### src/rtl/mem_bridge_pkg.sv
// mem_bridge_pkg: shared definitions for the core-to-bus memory bridge.
//   - state_t               : bridge FSM state encodings (IDLE, REQ, DONE)
//   - TIMEOUT_CYCLES_DEFAULT: default REQ-state wait limit before abort
//   - RDATA_TIMEOUT         : read data returned to the core on a timed-out read
//   - count_width()         : bits needed to hold a count of 0..limit
package mem_bridge_pkg;

  localparam int unsigned TIMEOUT_CYCLES_DEFAULT = 32'd255;
  localparam logic [31:0] RDATA_TIMEOUT = 32'hFFFF_FFFF;

  typedef enum logic [1:0] {
    ST_IDLE = 2'b00,
    ST_REQ  = 2'b01,
    ST_DONE = 2'b10
  } state_t;

  function automatic int unsigned count_width(input int unsigned limit);
    return $clog2(limit + 32'd1);
  endfunction

endpackage

### src/rtl/mem_timeout.sv
// mem_timeout: wait-cycle counter for the bridge REQ state.
// Ports:
//   iClk   - clock, rising edge
//   nRst   - asynchronous active-low reset
//   clear  - zero the count (bridge entering REQ); has priority over enable
//   enable - count this cycle (bridge in REQ without an ack)
//   hit    - this enabled cycle brings the count up to LIMIT
// Parameter LIMIT: number of un-acked REQ cycles allowed (1..65535).
module mem_timeout
  import mem_bridge_pkg::*;
#(
  parameter int unsigned LIMIT = TIMEOUT_CYCLES_DEFAULT
) (
  input  logic iClk,
  input  logic nRst,
  input  logic clear,
  input  logic enable,
  output logic hit
);

  localparam int unsigned CW = count_width(LIMIT);
  localparam logic [CW-1:0] LAST = CW'(LIMIT - 32'd1);

  logic [CW-1:0] count;

  // Wait-cycle counter: cleared on REQ entry, advanced on each un-acked REQ cycle.
  always_ff @(posedge iClk or negedge nRst) begin
    if (!nRst) begin
      count <= '0;
    end else if (clear) begin
      count <= '0;
    end else if (enable) begin
      count <= count + CW'(1'b1);
    end else begin
      count <= count;
    end
  end

  // The count reaches LIMIT on the edge that ends this cycle, so flag it now.
  assign hit = enable && (count == LAST);

endmodule

### src/rtl/mem_bridge.sv
// mem_bridge: converts level-held core read/write requests into single bus
// accesses and hands back a one-cycle step-advance (oRdy) on completion.
// Ports:
//   iClk, nRst             - clock (rising edge), asynchronous active-low reset
//   iRead, iWrite          - core requests, held until oRdy is seen high
//   iAddr, iWData          - core address / write data, latched on request
//   oRData                 - registered read data back to the core
//   oRdy                   - core step-advance enable (combinational)
//   oBusReq, oBusWe        - bus request and write strobe
//   oBusAddr, oBusWData    - registered bus address / write data
//   iBusAck, iBusRData     - bus completion pulse and read data
//   oBusErr                - sticky timeout flag
// Build option: define MEM_BRIDGE_TIMEOUT_EN to abort REQ after TIMEOUT_CYCLES
// un-acked cycles; otherwise REQ waits indefinitely and oBusErr stays 0.
module mem_bridge
  import mem_bridge_pkg::*;
#(
  parameter int unsigned TIMEOUT_CYCLES = TIMEOUT_CYCLES_DEFAULT
) (
  input  logic        iClk,
  input  logic        nRst,
  input  logic        iRead,
  input  logic        iWrite,
  input  logic [31:0] iAddr,
  input  logic [31:0] iWData,
  output logic [31:0] oRData,
  output logic        oRdy,
  output logic        oBusReq,
  output logic        oBusWe,
  output logic [31:0] oBusAddr,
  output logic [31:0] oBusWData,
  input  logic        iBusAck,
  input  logic [31:0] iBusRData,
  output logic        oBusErr
);

  state_t state;
  state_t next_state;
  logic   req_any;
  logic   start;
  logic   ack_take;
  logic   timeout_hit;
  logic   rdy;

  assign req_any  = iRead | iWrite;
  assign start    = (state == ST_IDLE) && req_any;
  assign ack_take = (state == ST_REQ) && iBusAck;

`ifdef MEM_BRIDGE_TIMEOUT_EN
  mem_timeout #(
    .LIMIT (TIMEOUT_CYCLES)
  ) u_timeout (
    .iClk   (iClk),
    .nRst   (nRst),
    .clear  (start),
    .enable ((state == ST_REQ) && !iBusAck),
    .hit    (timeout_hit)
  );
`else
  logic unused_timeout_cfg;
  assign unused_timeout_cfg = (TIMEOUT_CYCLES != 32'd0);
  assign timeout_hit = 1'b0;
`endif

  // FSM state register.
  always_ff @(posedge iClk or negedge nRst) begin
    if (!nRst) begin
      state <= ST_IDLE;
    end else begin
      state <= next_state;
    end
  end

  // Next-state decode and core ready; an ack beats a same-cycle timeout.
  always_comb begin
    next_state = ST_IDLE;
    rdy        = 1'b0;
    case (state)
      ST_IDLE: begin
        rdy = !req_any;
        if (req_any) begin
          next_state = ST_REQ;
        end else begin
          next_state = ST_IDLE;
        end
      end
      ST_REQ: begin
        if (iBusAck || timeout_hit) begin
          next_state = ST_DONE;
        end else begin
          next_state = ST_REQ;
        end
      end
      ST_DONE: begin
        rdy        = 1'b1;
        next_state = ST_IDLE;
      end
      default: begin
        rdy        = 1'b0;
        next_state = ST_IDLE;
      end
    endcase
  end

  assign oRdy = rdy;

  // Bus-side registers: request tracks REQ, address/data/strobe latched on start.
  always_ff @(posedge iClk or negedge nRst) begin
    if (!nRst) begin
      oBusReq   <= 1'b0;
      oBusWe    <= 1'b0;
      oBusAddr  <= 32'h0000_0000;
      oBusWData <= 32'h0000_0000;
    end else begin
      oBusReq <= (next_state == ST_REQ);
      if (start) begin
        oBusWe    <= iWrite;
        oBusAddr  <= iAddr;
        oBusWData <= iWData;
      end else begin
        oBusWe    <= oBusWe;
        oBusAddr  <= oBusAddr;
        oBusWData <= oBusWData;
      end
    end
  end

  // Core read data and sticky error; writes never touch oRData.
  always_ff @(posedge iClk or negedge nRst) begin
    if (!nRst) begin
      oRData  <= 32'h0000_0000;
      oBusErr <= 1'b0;
    end else if (ack_take) begin
      oRData  <= oBusWe ? oRData : iBusRData;
      oBusErr <= oBusErr;
    end else if ((state == ST_REQ) && timeout_hit) begin
      oRData  <= oBusWe ? oRData : RDATA_TIMEOUT;
      oBusErr <= 1'b1;
    end else begin
      oRData  <= oRData;
      oBusErr <= oBusErr;
    end
  end

endmodule

### config.mk
export PLATFORM = sky130hd
export DESIGN_NAME = mem_bridge
export DESIGN_NICKNAME = d
export VERILOG_FILES = /design/src/rtl/mem_bridge_pkg.sv /design/src/rtl/mem_timeout.sv /design/src/rtl/mem_bridge.sv
export SDC_FILE = /design/constraint.sdc
export NUM_CORES = 1
export LEC_CHECK = 0
export ABC_CLOCK_PERIOD_IN_PS = 3350
export CORE_AREA = 2 2 101 103
export CTS_CLUSTER_DIAMETER = 30
export DETAILED_ROUTE_END_ITERATION = 6
export DIE_AREA = 0 0 103 105
export PLACE_DENSITY = 0.82
export SKIP_LAST_GASP = 1
export SYNTH_ARGS = -nofsm -noshare
export SYNTH_HDL_FRONTEND = slang
export SYNTH_SLANG_ARGS = --single-unit
### constraint.sdc
create_clock -name iClk -period 3.35 [get_ports iClk]
set_input_delay 0.8375 -clock iClk [delete_from_list [all_inputs] [get_ports iClk]]
set_output_delay 0.8375 -clock iClk [all_outputs]
set_load 0.005 [all_outputs]
==> metrics.md, run 1 <==
| Metric | Value |
|---|---|
| Outcome | `finished, final reports clean` |
| Post-detail-place hpwl | `6690 microns` |
| CTS H-tree depth | `3` |
| Cts bufs inserted | `9` |
| Worst-path fanout max | `3` |
| Die W | `103 microns` |
| Pins over their slew limit | `0` |
| RSZ-0062 raised after global routing | `no` |
| GPL Wtd Cong | `0.694` |
| Post-route ant nets | `0` |
| Slowest CP cell | `clkdlybuf4s50_1` |
| Post-synth cell types | `12` |
| Layout area overhead | `61.3%` |
| Post-synthesis register bit count | `100` |
| # rows | `36` |
| Core Area | `9640 sq um` |
| PD cells | `851 nW/um^2` |
| Initial antenna violation count | `0` |
| Min setup slack post-route | `0.278 ns` |
| Final worst path period share | `91.7%` |
| CTS max path bufs | `2` |
| Flop-to-flop setup slack | `1.66 ns` |
| Post-Synth Simple-Gate Area | `2.08%` |
| Synthesis Warnings | `0` |
| Final setup viols | `0` |
| TNS Setup | `0 ns` |
| PortBufs | `199` |
| Xor-xnor portion of the synthesized cell area | `0%` |
| Syn_nets | `322` |
| Post-synthesis mux area share | `28.6%` |
| RR Startpoint | `state[0]` |
| CTS-repair resized insts | `0` |
| Gate Count Post-Synth | `221` |
| Crit start category | `input port` |
| Required time worst endpoint | `2.51 ns` |
| # hold bufs at CTS | `0` |
| Max capacitance violation total | `0` |
| Max Used Layer | `met4` |
| Final-report hold violation count | `0` |
| Starting Density | `39.3%` |
| Wire per inst | `15.9 microns` |
| Top delay family on crit path | `buffers and inverters` |
| Via density | `4.63` |
| FF-to-FF End | `oRData[2]` |
| Peak supply drop | `0.449 mV` |
| Nets | `524` |
| Critical Path Sink Type | `output pin` |
| Gr ovfl total | `0` |
| Crit path kind | `input port to output pin` |
| I/O pin count | `201` |
| Worst Path Arrival | `2.23 ns` |
| Total wire length | `8930 microns` |
| Critical-path cell list | `clkdlybuf4s50_1 > nor2_1 > nor2_1 > nor2_1 > clkdlybuf4s50_1` |
| Worst slew pin tran | `0.709 ns` |
| LEAKAGE | `0.00248 uW` |
| Layout cells sized above 1 | `25.9%` |
| Layout Utilization | `63.3%` |
| Count of buffer and inverter cells on the critical path | `2` |
| Hold Crit Start | `oBusWData[28]` |
| Via count | `2599` |
| First-pass GRT wire length | `14100 microns` |
| Mapped cell area | `3780 sq um` |
| Sink Count | `100` |
| Pre-CTS setup slack | `0.279 ns` |
| Largest net degree at the start of global routing | `65` |
| Most common cell on crit path | `nor2_1` |
| Sequential area share after synthesis | `66.1%` |
| Hold EP | `oBusWData[28]` |
| Antenna cells | `0` |
| CTS tree | `built` |
| Worst slew margin | `52.7%` |
| CTS clock-pin slew for the worst setup and hold paths | `0.09 ns` |
| Adder-cell share of the synthesized area | `0%` |
| Worst R2R Path Depth | `4` |
| Hold Path Depth | `1` |
| Post-layout min period | `3.07 ns` |
| Crit-path max cell delay | `0.52 ns` |
| DRC violation total after the first TritonRoute iteration | `53` |
| Synth Area per Inst | `17.1 sq um` |
| Vias in the first global route | `2799` |
| Total GRT Usage | `17.0%` |
| Worst min-delay path class | `register to register` |
| Postcts setup bufs | `0` |
| First-pass DRT Iterations | `4` |
| Setup Skew | `0.00873 ns` |
| Clock tree root driver cell | `clkbuf_8` |
| Die Area | `10800 sq um` |
| DRC violations left | `0` |
| Fmax | `325 MHz` |
| Largest family of logic cells by synthesized area | `multiplexers` |
| Fillers | `781` |
| Metal-1 WL | `3280 microns` |
| Synth Area in Compound Gates | `0.231%` |
| PnR Total Power | `5190 uW` |
| Metal2 WL | `4510 microns` |
| Die H | `105 microns` |
| Clock Latency Late Sink | `0.36 ns` |
| WL met3 | `842 microns` |
placed cells by master (no fill, tap or decap):
cell	n
clkdlybuf4s50_1	198
dfrtp_1	100
mux2_2	89
clkbuf_8	10
mux2_1	7
nor2_1	5
clkinvlp_4	3
nand2_1	2
nor3b_1	2
nor3_4	2
bufinv_16	2
buf_4	2
buf_12	2
nor3_1	1
a22o_1	1
conb_1	1
clkinv_2	1
cell type report:
| type | count | area (sq um) | share of cell area, % |
|---|---|---|---|
| Clock buffer | 10 | 138 | 2.26 |
| Clock inverter | 6 | 87.6 | 1.44 |
| Multi-Input combinational cell | 110 | 1170 | 19.2 |
| Sequential cell | 100 | 2500 | 41.0 |
| Tap cell | 133 | 166 | 2.73 |
| Timing Repair Buffer | 202 | 2040 | 33.4 |
synthesized netlist by cell type:
master   number  share of area (%)
a22o_1        1               0.23
buf_4         4               0.79
buf_6         7                2.1
conb_1        1              0.099
dfrtp_1     100                 66
mux2_1        7                2.1
mux2_2       89                 26
nand2_1       2               0.20
nor2_1        5               0.50
nor3_1        1               0.13
nor3_4        2               0.86
nor3b_1       2               0.40
state kept, by name (all words and copies together), names as in the netlist:
name	flops
oBusReq	1
oBusWData	32
state	2
oBusAddr	32
oBusWe	1
oRData	32
worst max-delay path by stage:
stage,startpoint,to,slack [ns],depth (start not counted)
global placement,iWrite,oRdy,0.32,5
CTS,iWrite,oRdy,0.28,5
floorplan,iWrite,oRdy,1.32,3
finish,iWrite,oRdy,0.28,5
global route,iWrite,oRdy,0.19,5
detailed placement,iWrite,oRdy,0.28,5
per-stage QoR:
stage	hold WS [ns]	instances	instance area, sq um
5_1_grt	0.511	561	6100
2_1_floorplan	0.483	221	3780
3_3_place_gp	0.470	545	5880
6_report	0.495	561	6100
4_1_cts	0.501	561	6100
3_5_place_dp	0.478	545	5880
worst reg2reg max path: stages (launching register included):
cell	delay, ns
dfrtp_1	0.49
nand2_1	0.17
nor3_4	0.13
buf_4	0.38
mux2_2	0.41
per-layer routing:
metal	vias up	global-route usage (%)
li1	1173	-
met1	1271	19.0
met2	131	28.2
met3	24	5.75
met4	0	9.02
met5	-	0
cell families after synthesis:
family / count (synthesis)
compound gates: 1
buf+inv: 11
other cells: 1
simple gates: 12
flops: 100
mux: 96
where the power goes:
part / internal (uW) / leakage (uW) / switching, uW / total, uW
clock: 440 / 0.000105 / 404 / 843
combinational: 1600 / 0.00120 / 637 / 2240
sequential: 1800 / 0.00117 / 310 / 2110
total: 3840 / 0.00248 / 1350 / 5190
No activity file was read; power rests on OpenSTA's default activity.
==> run 2, diff against run 1 <==
- ABC_CLOCK_PERIOD_IN_PS: 3350 -> 2700
- CORE_AREA: 2 2 101 103 -> 2 2 107 109
- DIE_AREA: 0 0 103 105 -> 0 0 109 111
- GPL_TIMING_DRIVEN: unset -> 0
- PLACE_DENSITY: 0.82 -> 0.77
- clock period: 3.35 -> 2.7 ns (I/O delays scaled with it)
==> run 2 against run 1 <==
- sequential cell count stayed put
- critical endpoint unchanged
- non-clock buffer count is 10 higher
- global-route usage is 2.1 points lower
- critical path depth stayed put
- sequential share of layout area is 1.2 points lower
- critical path type unchanged
- sequential power is 24% higher
==> metrics.md, run 2 (synthesis gave the netlist of run 1 again) <==
| Metric | Value |
|---|---|
| Outcome | `finished, final reports clean` |
| Nets | `534` |
| Peak supply drop | `0.507 mV` |
| Total wire length | `8900 microns` |
| Clock Latency Late Sink | `0.33 ns` |
| CTS max path bufs | `2` |
| GPL Wtd Cong | `0.663` |
| Layout cells sized above 1 | `27.0%` |
| LEAKAGE | `0.00258 uW` |
| Via density | `4.50` |
| Final-report hold violation count | `0` |
| Worst slew pin tran | `0.636 ns` |
| Crit path kind | `input port to output pin` |
| Fin area | `6280 sq um` |
| Final cell count without fillers | `580` |
| Critical Path Sink Type | `output pin` |
| Vias in the first global route | `2780` |
| Die H | `111 microns` |
| PortBufs | `199` |
| # hold bufs at CTS | `0` |
| Final setup viols | `0` |
| Largest net degree at the start of global routing | `53` |
| Layout area overhead | `66.0%` |
| I/O pin count | `201` |
| Cts bufs inserted | `9` |
| First-pass DRT Iterations | `4` |
| CP startpoint | `iRead` |
| Pins over their slew limit | `0` |
| First-pass GRT wire length | `13900 microns` |
| Fmax | `381 MHz` |
| CTS tree | `built` |
| Gr ovfl total | `0` |
| Top delay family on crit path | `buffers and inverters` |
| Total GRT Usage | `14.9%` |
| Most frequent cells in the layout | `clkdlybuf4s50_1 (197), dfrtp_1 (100), mux2_2 (89)` |
| Max capacitance violation total | `0` |
| RSZ-0062 raised after global routing | `no` |
| Slowest CP cell | `clkdlybuf4s50_1` |
| Post-layout min period | `2.62 ns` |
| Pre-CTS setup slack | `-0.0326 ns` |
| Crit-path max cell delay | `0.53 ns` |
| Largest regs | `oBusAddr (32), oBusWData (32), oRData (32)` |
| Hold Slack | `0.367 ns` |
| Count of buffer and inverter cells on the critical path | `2` |
| Critical-path cell list | `clkdlybuf4s50_1 > nor2_4 > nor2_1 > nor2_1 > clkdlybuf4s50_1` |
| Die Area | `12100 sq um` |
| Initial antenna violation count | `0` |
| Core Area | `11100 sq um` |
| Die W | `109 microns` |
| Via count | `2612` |
| Required time worst endpoint | `2.03 ns` |
| RR Startpoint | `state[1]` |
| DRC violation total after the first TritonRoute iteration | `78` |
| Worst slew margin | `57.6%` |
| Placed insts | `564` |
| Crit start category | `input port` |
| TNS Setup | `0 ns` |
| DRC violations left | `0` |
| Worst min-delay path class | `input port to asynchronous set/reset pin` |
| Min setup slack post-route | `0.0775 ns` |
| # rows | `39` |
| Setup Skew | `0.00612 ns` |
| Final worst path period share | `97.1%` |
| Post-detail-place hpwl | `6810 microns` |
| Post-route ant nets | `0` |
| Worst-path fanout max | `3` |
| Commonest non-fill, non-tap cell in the layout | `clkdlybuf4s50_1` |
| Antenna cells | `0` |
| Starting Density | `34.2%` |
| Clock tree root driver cell | `clkbuf_16` |
| PD cells | `1070 nW/um^2` |
| Wire per inst | `15.4 microns` |
| CTS clock-pin slew for the worst setup and hold paths | `0.06 ns` |
| Sink Count | `100` |
| CTS H-tree depth | `3` |
| DP Area | `5980 sq um` |
| Worst Path Arrival | `1.95 ns` |
run 2: changes by cell type in the layout (fill, tap and decap cells not counted):
cell	delta
clkbuf_1	+3
clkinvlp_4	-3
buf_4	+4
dlymetal6s2s_1	+1
buf_6	+7
buf_12	-2
nor2_1	-1
clkbuf_16	+9
bufinv_16	-1
clkdlybuf4s50_1	-1
nor2_4	+1
buf_16	+1
clkbuf_8	-9
run 2: final timing paths:
check | cells after the start | slack, ns | to
worst min-delay path | 1 | 0.37 | oBusAddr[26]
worst max-delay path | 5 | 0.08 | oRdy
worst max register to register | 4 | 0.95 | oBusAddr[29]
max in group asynchronous | 2 | 1.68 | oRData[26]
worst min register to register | 1 | 0.48 | oBusAddr[26]
min in group iClk | 1 | 0.48 | oBusAddr[26]
run 2: report_power, final:
part	switching (uW)	internal [uW]
Clock	502	738
Sequential	373	2240
Combinational	810	2030
run 2: through the flow:
step | utilization [%] | power [uW]
2_1_floorplan | - | 3620
3_3_place_gp | 53.8 | 5430
3_5_place_dp | 54.0 | 5530
4_1_cts | 56.6 | 6810
5_1_grt | 56.7 | 7110
6_report | 56.7 | 6700
run 2: final cells by class:
cell class,instances,area (sq um)
clock buffer,13,250
multi-input combinational,110,1180
fill,910,4790
buffer,11,109
clock inverter,2,35.0
tap,143,179
timing repair buffer,201,2030
sequential,100,2500
run 2: repair_timing:
item                                    CTS  global route
resized for setup                         1             2
setup buffers                             0             1
pin swaps                                 0             1
endpoints found under the setup margin    1             1
run 2: layer usage:
| metal | wire (microns) | vias up | track usage (%) |
|---|---|---|---|
| li1 | - | 1196 | - |
| met2 | 4510 | 119 | 25.3 |
| met4 | 89 | 0 | 4.36 |
| met3 | 953 | 10 | 6.23 |
| met1 | 3350 | 1287 | 17.0 |
| met5 | 0 | - | 0 |
